### src/rtl/ret_stack_ctrl.sv
// ret_stack_ctrl: hardware return-address stack (LIFO) for CALL/RET decode.
// A DEPTH x AW register array is addressed by a modulo-DEPTH stack pointer.
// The pointer names the next free slot, so the top entry lives at sp-1.
// Outputs depend only on registered state.
// Optional macro RET_STACK_WRAP_EN: a push-only while full overwrites the
// oldest entry as a circular buffer. Without it, that push is dropped and
// sets the sticky overflow flag.
module ret_stack_ctrl #(
  parameter int AW    = 19,
  parameter int DEPTH = 16
) (
  input  logic                   clk,
  input  logic                   rst_n,
  input  logic                   push,
  input  logic                   pop,
  input  logic [AW-1:0]          push_addr,
  input  logic                   clr_err,
  output logic [AW-1:0]          top_addr,
  output logic [$clog2(DEPTH):0] count,
  output logic                   empty,
  output logic                   full,
  output logic                   overflow,
  output logic                   underflow
);

  localparam int PW = $clog2(DEPTH);
  localparam int CW = PW + 1;
  localparam logic [CW-1:0] CNT_FULL = CW'(DEPTH);

  logic [AW-1:0] mem [DEPTH];
  logic [PW-1:0] sp;
  logic [CW-1:0] cnt;
  logic          ovf;
  logic          unf;
  logic [PW-1:0] top_idx;

  logic          wr_en;
  logic [PW-1:0] wr_idx;
  logic [PW-1:0] sp_nx;
  logic [CW-1:0] cnt_nx;
  logic          ovf_set;
  logic          unf_set;

  assign top_idx   = sp - PW'(1);
  assign empty     = (cnt == '0);
  assign full      = (cnt == CNT_FULL);
  // Stale array contents are masked so an empty stack always reads 0.
  assign top_addr  = empty ? '0 : mem[top_idx];
  assign count     = cnt;
  assign overflow  = ovf;
  assign underflow = unf;

  // Decode push/pop against the current fill level into next-state controls.
  always_comb begin
    wr_en   = 1'b0;
    wr_idx  = sp;
    sp_nx   = sp;
    cnt_nx  = cnt;
    ovf_set = 1'b0;
    unf_set = 1'b0;
    if (push && pop) begin
      if (empty) begin
        // Nothing to pop: the push still lands, the pop is flagged.
        wr_en   = 1'b1;
        wr_idx  = sp;
        sp_nx   = sp + PW'(1);
        cnt_nx  = CW'(1);
        unf_set = 1'b1;
      end else begin
        // RET followed by CALL: replace the top entry in place.
        wr_en  = 1'b1;
        wr_idx = top_idx;
      end
    end else if (push) begin
      if (!full) begin
        wr_en  = 1'b1;
        wr_idx = sp;
        sp_nx  = sp + PW'(1);
        cnt_nx = cnt + CW'(1);
      end else begin
`ifdef RET_STACK_WRAP_EN
        // When full, sp wraps onto the oldest entry, which gets overwritten.
        wr_en  = 1'b1;
        wr_idx = sp;
        sp_nx  = sp + PW'(1);
`else
        ovf_set = 1'b1;
`endif
      end
    end else if (pop) begin
      if (empty) begin
        unf_set = 1'b1;
      end else begin
        sp_nx  = top_idx;
        cnt_nx = cnt - CW'(1);
      end
    end
  end

  // Array write; contents are never reset since empty masks them.
  always_ff @(posedge clk) begin
    if (wr_en) begin
      mem[wr_idx] <= push_addr;
    end
  end

  // Pointer, count and sticky error flags; a new error beats clr_err.
  always_ff @(posedge clk or negedge rst_n) begin
    if (!rst_n) begin
      sp  <= '0;
      cnt <= '0;
      ovf <= 1'b0;
      unf <= 1'b0;
    end else begin
      sp  <= sp_nx;
      cnt <= cnt_nx;
      ovf <= ovf_set | (ovf & ~clr_err);
      unf <= unf_set | (unf & ~clr_err);
    end
  end

endmodule

### config.mk
export PLATFORM = sky130hd
export DESIGN_NAME = ret_stack_ctrl
export DESIGN_NICKNAME = d
export VERILOG_FILES = /design/src/rtl/ret_stack_ctrl.sv
export SDC_FILE = /design/constraint.sdc
export NUM_CORES = 1
export LEC_CHECK = 0
export BUFFER_PORTS_ARGS = -buffer_cell sky130_fd_sc_hd__buf_2
export CAP_MARGIN = 0
export CORE_MARGIN = 4
export CORE_UTILIZATION = 43
export DETAILED_ROUTE_END_ITERATION = 12
export GPL_TIMING_DRIVEN = 0
export MAX_ROUTING_LAYER = met4
export PLACE_DENSITY = 0.65
export SYNTH_ARGS = -nofsm -noshare
export SYNTH_HDL_FRONTEND = slang
export SYNTH_SLANG_ARGS = --single-unit
### constraint.sdc
create_clock -name clk -period 5.72 [get_ports clk]
set_input_delay 0.858 -clock clk [delete_from_list [all_inputs] [get_ports clk]]
set_output_delay 0.858 -clock clk [all_outputs]
set_load 0.02 [all_outputs]
==> insert_results.sql <==
INSERT INTO impl_metrics (metric_group, metric, value, unit) VALUES
('outcome', 'result_of_the_run', 'finished, final reports clean', ''),
('power', 'worst_ir_drop_vdd', '0.000289', 'V'),
('power', 'power_per_cell_area', '569', 'mW/mm²'),
('timing', 'hold_viol_final', '0', ''),
('cts', 'cts-root-buf', 'clkbuf_16', ''),
('die', 'die_width', '180', 'µm'),
('finish', 'drive_gt1_share', '31.1', '%'),
('setup_path', 'critical_path_peak_fanout', '10', ''),
('die', 'row_count', '62', ''),
('drt', 'avgRoutedWirePerCell', '24.4', 'µm'),
('timing', 'max_slew.worst_pin.slew', '901', 'ps'),
('setup_path', 'slowest_stage', 'clkbuf_1', ''),
('drt', 'num_vias', '6438', ''),
('logic_synthesis', 'seq_area_frac_synth', '74.3', '%'),
('drt', 'drt.antenna.violating_nets', '0', ''),
('placed_design', 'dp_hpwl', '18200', 'µm'),
('finish', 'final_cells', '1127', ''),
('drt', 'postRouteWirelength', '27400', 'µm'),
('grt', 'via_count_of_the_first_global_routing_pass', '6813', ''),
('timing', 'max_clock_skew', '23.1', 'ps'),
('die', 'die-area', '0.0322', 'mm²'),
('die', 'core', '0.0289', 'mm²'),
('timing', 'period_share', '79.4', '%'),
('grt', 'grt_pass1_wl', '42100', 'µm'),
('logic_synthesis', 'post_synth_num_cell_types', '51', ''),
('setup_path', 'critical_path_required', '4860', 'ps'),
('finish', 'n_antenna_cell', '0', ''),
('timing', 'final-setup-viol-count', '0', ''),
('placed_design', 'total_instance_count_after_detailed_placement', '1069', ''),
('logic_synthesis', 'yosys_register_bits', '315', ''),
('cts', 'buffers_inserted_during_post_cts_setup_optimization', '0', ''),
('cts', 'clockBufferDepth', '3', ''),
('logic_synthesis', 'post_synth_inst_count', '620', ''),
('setup_path', 'crit-reg2reg-launch', 'sp[0]', ''),
('logic_synthesis', 'synth_area_per_cell', '20.4', 'µm²'),
('cts', 'cts-hold-fix-buffers', '0', ''),
('timing', 'setup-tns-final', '0', 'ps'),
('finish', 'most-common-layout-cells', '304 x edfxtp_1, 77 x mux4_2, 63 x buf_2', ''),
('cts', 'clock_latency', '520', 'ps'),
('cts', 'number_of_buffers_inserted_during_clock_tree_synthesis', '34', ''),
('setup_path', 'setup.worst_path.class', 'reg -> out', ''),
('grt', 'grt_max_degree', '17', ''),
('grt', 'track_usage', '17.5', '%'),
('drt', 'vias_per_cell', '5.71', ''),
('logic_synthesis', 'most_common_flop_cell_mapped_by_yosys', 'edfxtp_1', ''),
('power', 'total_power', '8.47', 'mW'),
('timing', 'achievable-frequency', '220', 'MHz'),
('die', 'top_level_ports', '52', ''),
('logic_synthesis', 'post-synth-top-area-cell', 'edfxtp_1', ''),
('timing', 'finalCriticalPeriod', '4540', 'ps'),
('flow_run', 'maxCapViolations', '0', ''),
('setup_path', 'startpoint_type_of_the_worst_setup_path', 'flip-flop', ''),
('logic_synthesis', 'postSynthNetCount', '650', ''),
('logic_synthesis', 'netlist_top_cells_area', 'edfxtp_1 72%, mux4_2 14%, mux2i_1 3.0%, dfrtp_1 2.2%, o22ai_1 1.0%', ''),
('grt', 'antenna_found_initial', '0', ''),
('die', 'die_y', '180', 'µm'),
('placed_design', 'port_buffers', '49', ''),
('die', 'floorplan.initialDensity', '43.9', '%'),
('timing', 'layout_setup_ws', '1180', 'ps'),
('cts', 'cts.sinks', '315', ''),
('cts', 'cts_htree_levels', '2', ''),
('drt', 'drt_first_iter_violations', '521', ''),
('setup_path', 'setup.worst_path.end_class', 'output port', ''),
('cts', 'clk_pin_slew', '60', 'ps'),
('cts', 'cts-resized-gates', '0', ''),
('finish', 'postLayoutCoreUtil', '51.6', '%'),
('setup_path', 'cp.arrival', '3690', 'ps'),
('logic_synthesis', 'synth_async_sr_flop_share', '3.49', '%'),
('finish', 'finalNetCount', '751', ''),
('logic_synthesis', 'synth_largest_type_area_fraction', '72.1', '%'),
('logic_synthesis', 'yosys_warnings', '0', '');
==> logic make-up (layout without fill, tap and decap cells) <==
family / count (synthesis) / after routing / share of synthesized area, %
mux: 115 / 115 / 16.7
flops: 315 / 315 / 74.3
simple gates: 66 / 66 / 2.52
buf+inv: 47 / 170 / 1.77
compound gates: 66 / 66 / 3.71
xor+xnor: 5 / 5 / 0.346
fa+ha+maj: 6 / 6 / 0.652
==> final cells by class <==
| class | count | area share [%] |
|---|---|---|
| tap | 384 | 3.23 |
| multi-input combinational | 258 | 20.6 |
| clock inverter | 10 | 0.739 |
| clock buffer | 48 | 6.50 |
| timing repair buffer | 65 | 4.27 |
| buffer | 36 | 1.23 |
| inverter | 11 | 0.277 |
| sequential | 315 | 63.2 |
==> worst max-delay path by stage <==
stage,start,to,slack (ps),depth (start not counted)
5_1_grt,sp[0],top_addr[0],1000,9
2_1_floorplan,sp[0],mem[2][0],2500,8
3_3_place_gp,sp[0],mem[2][11],1080,8
3_5_place_dp,sp[0],top_addr[14],1700,9
6_report,sp[0],top_addr[5],1180,9
4_1_cts,sp[0],top_addr[14],1150,9
==> sequential cells by signal, summed over array words and instances, names as in the netlist <==
signal,flops
count,5
mem,304
overflow,1
sp,4
underflow,1
==> through the flow <==
step	cell area, µm²	hold WS [ps]
2_1_floorplan	12700	562
3_3_place_gp	13400	518
3_5_place_dp	13800	516
4_1_cts	14900	210
5_1_grt	14900	223
6_report	14900	223
==> synth_stat cells (4+ instances only) <==
master	count
nand2_1	13
nor3_1	7
mux2i_1	38
inv_1	10
clkbuf_1	15
a21o_1	4
o21ai_0	8
a21oi_1	8
edfxtp_1	304
buf_2	14
nor2_1	21
dfrtp_1	11
xor2_1	4
nor4_1	4
nand3_1	6
ha_1	5
buf_4	4
o22ai_1	21
mux4_2	77
==> layer usage <==
| metal | part of all wire (%) | up-vias | GRT usage, % | routed length (µm) |
|---|---|---|---|---|
| met1 | 42 | 3378 | 23.5 | 11600 |
| met2 | 50 | 214 | 28.1 | 13700 |
| met3 | 5.2 | 49 | 2.99 | 1440 |
| met5 | 0 | - | - | 0 |
| li1 | - | 2797 | - | - |
| met4 | 2.3 | 0 | 5.06 | 633 |
==> critical path, delay by kind of cell (launching register included) <==
family          cells  cell delay (ps)
mux                 2              600
fa+ha+maj           1              300
flops               1              490
buf+inv             5             1660
compound gates      1              130
==> power breakdown <==
part / switching, mW / total (mW) / internal [mW] / leakage [nW]
Sequential: 0.0845 / 2.88 / 2.80 / 2.88
Combinational: 2.05 / 3.48 / 1.43 / 1.57
Clock: 0.838 / 2.11 / 1.27 / 0.518
No activity file was read; power rests on OpenSTA's default activity.
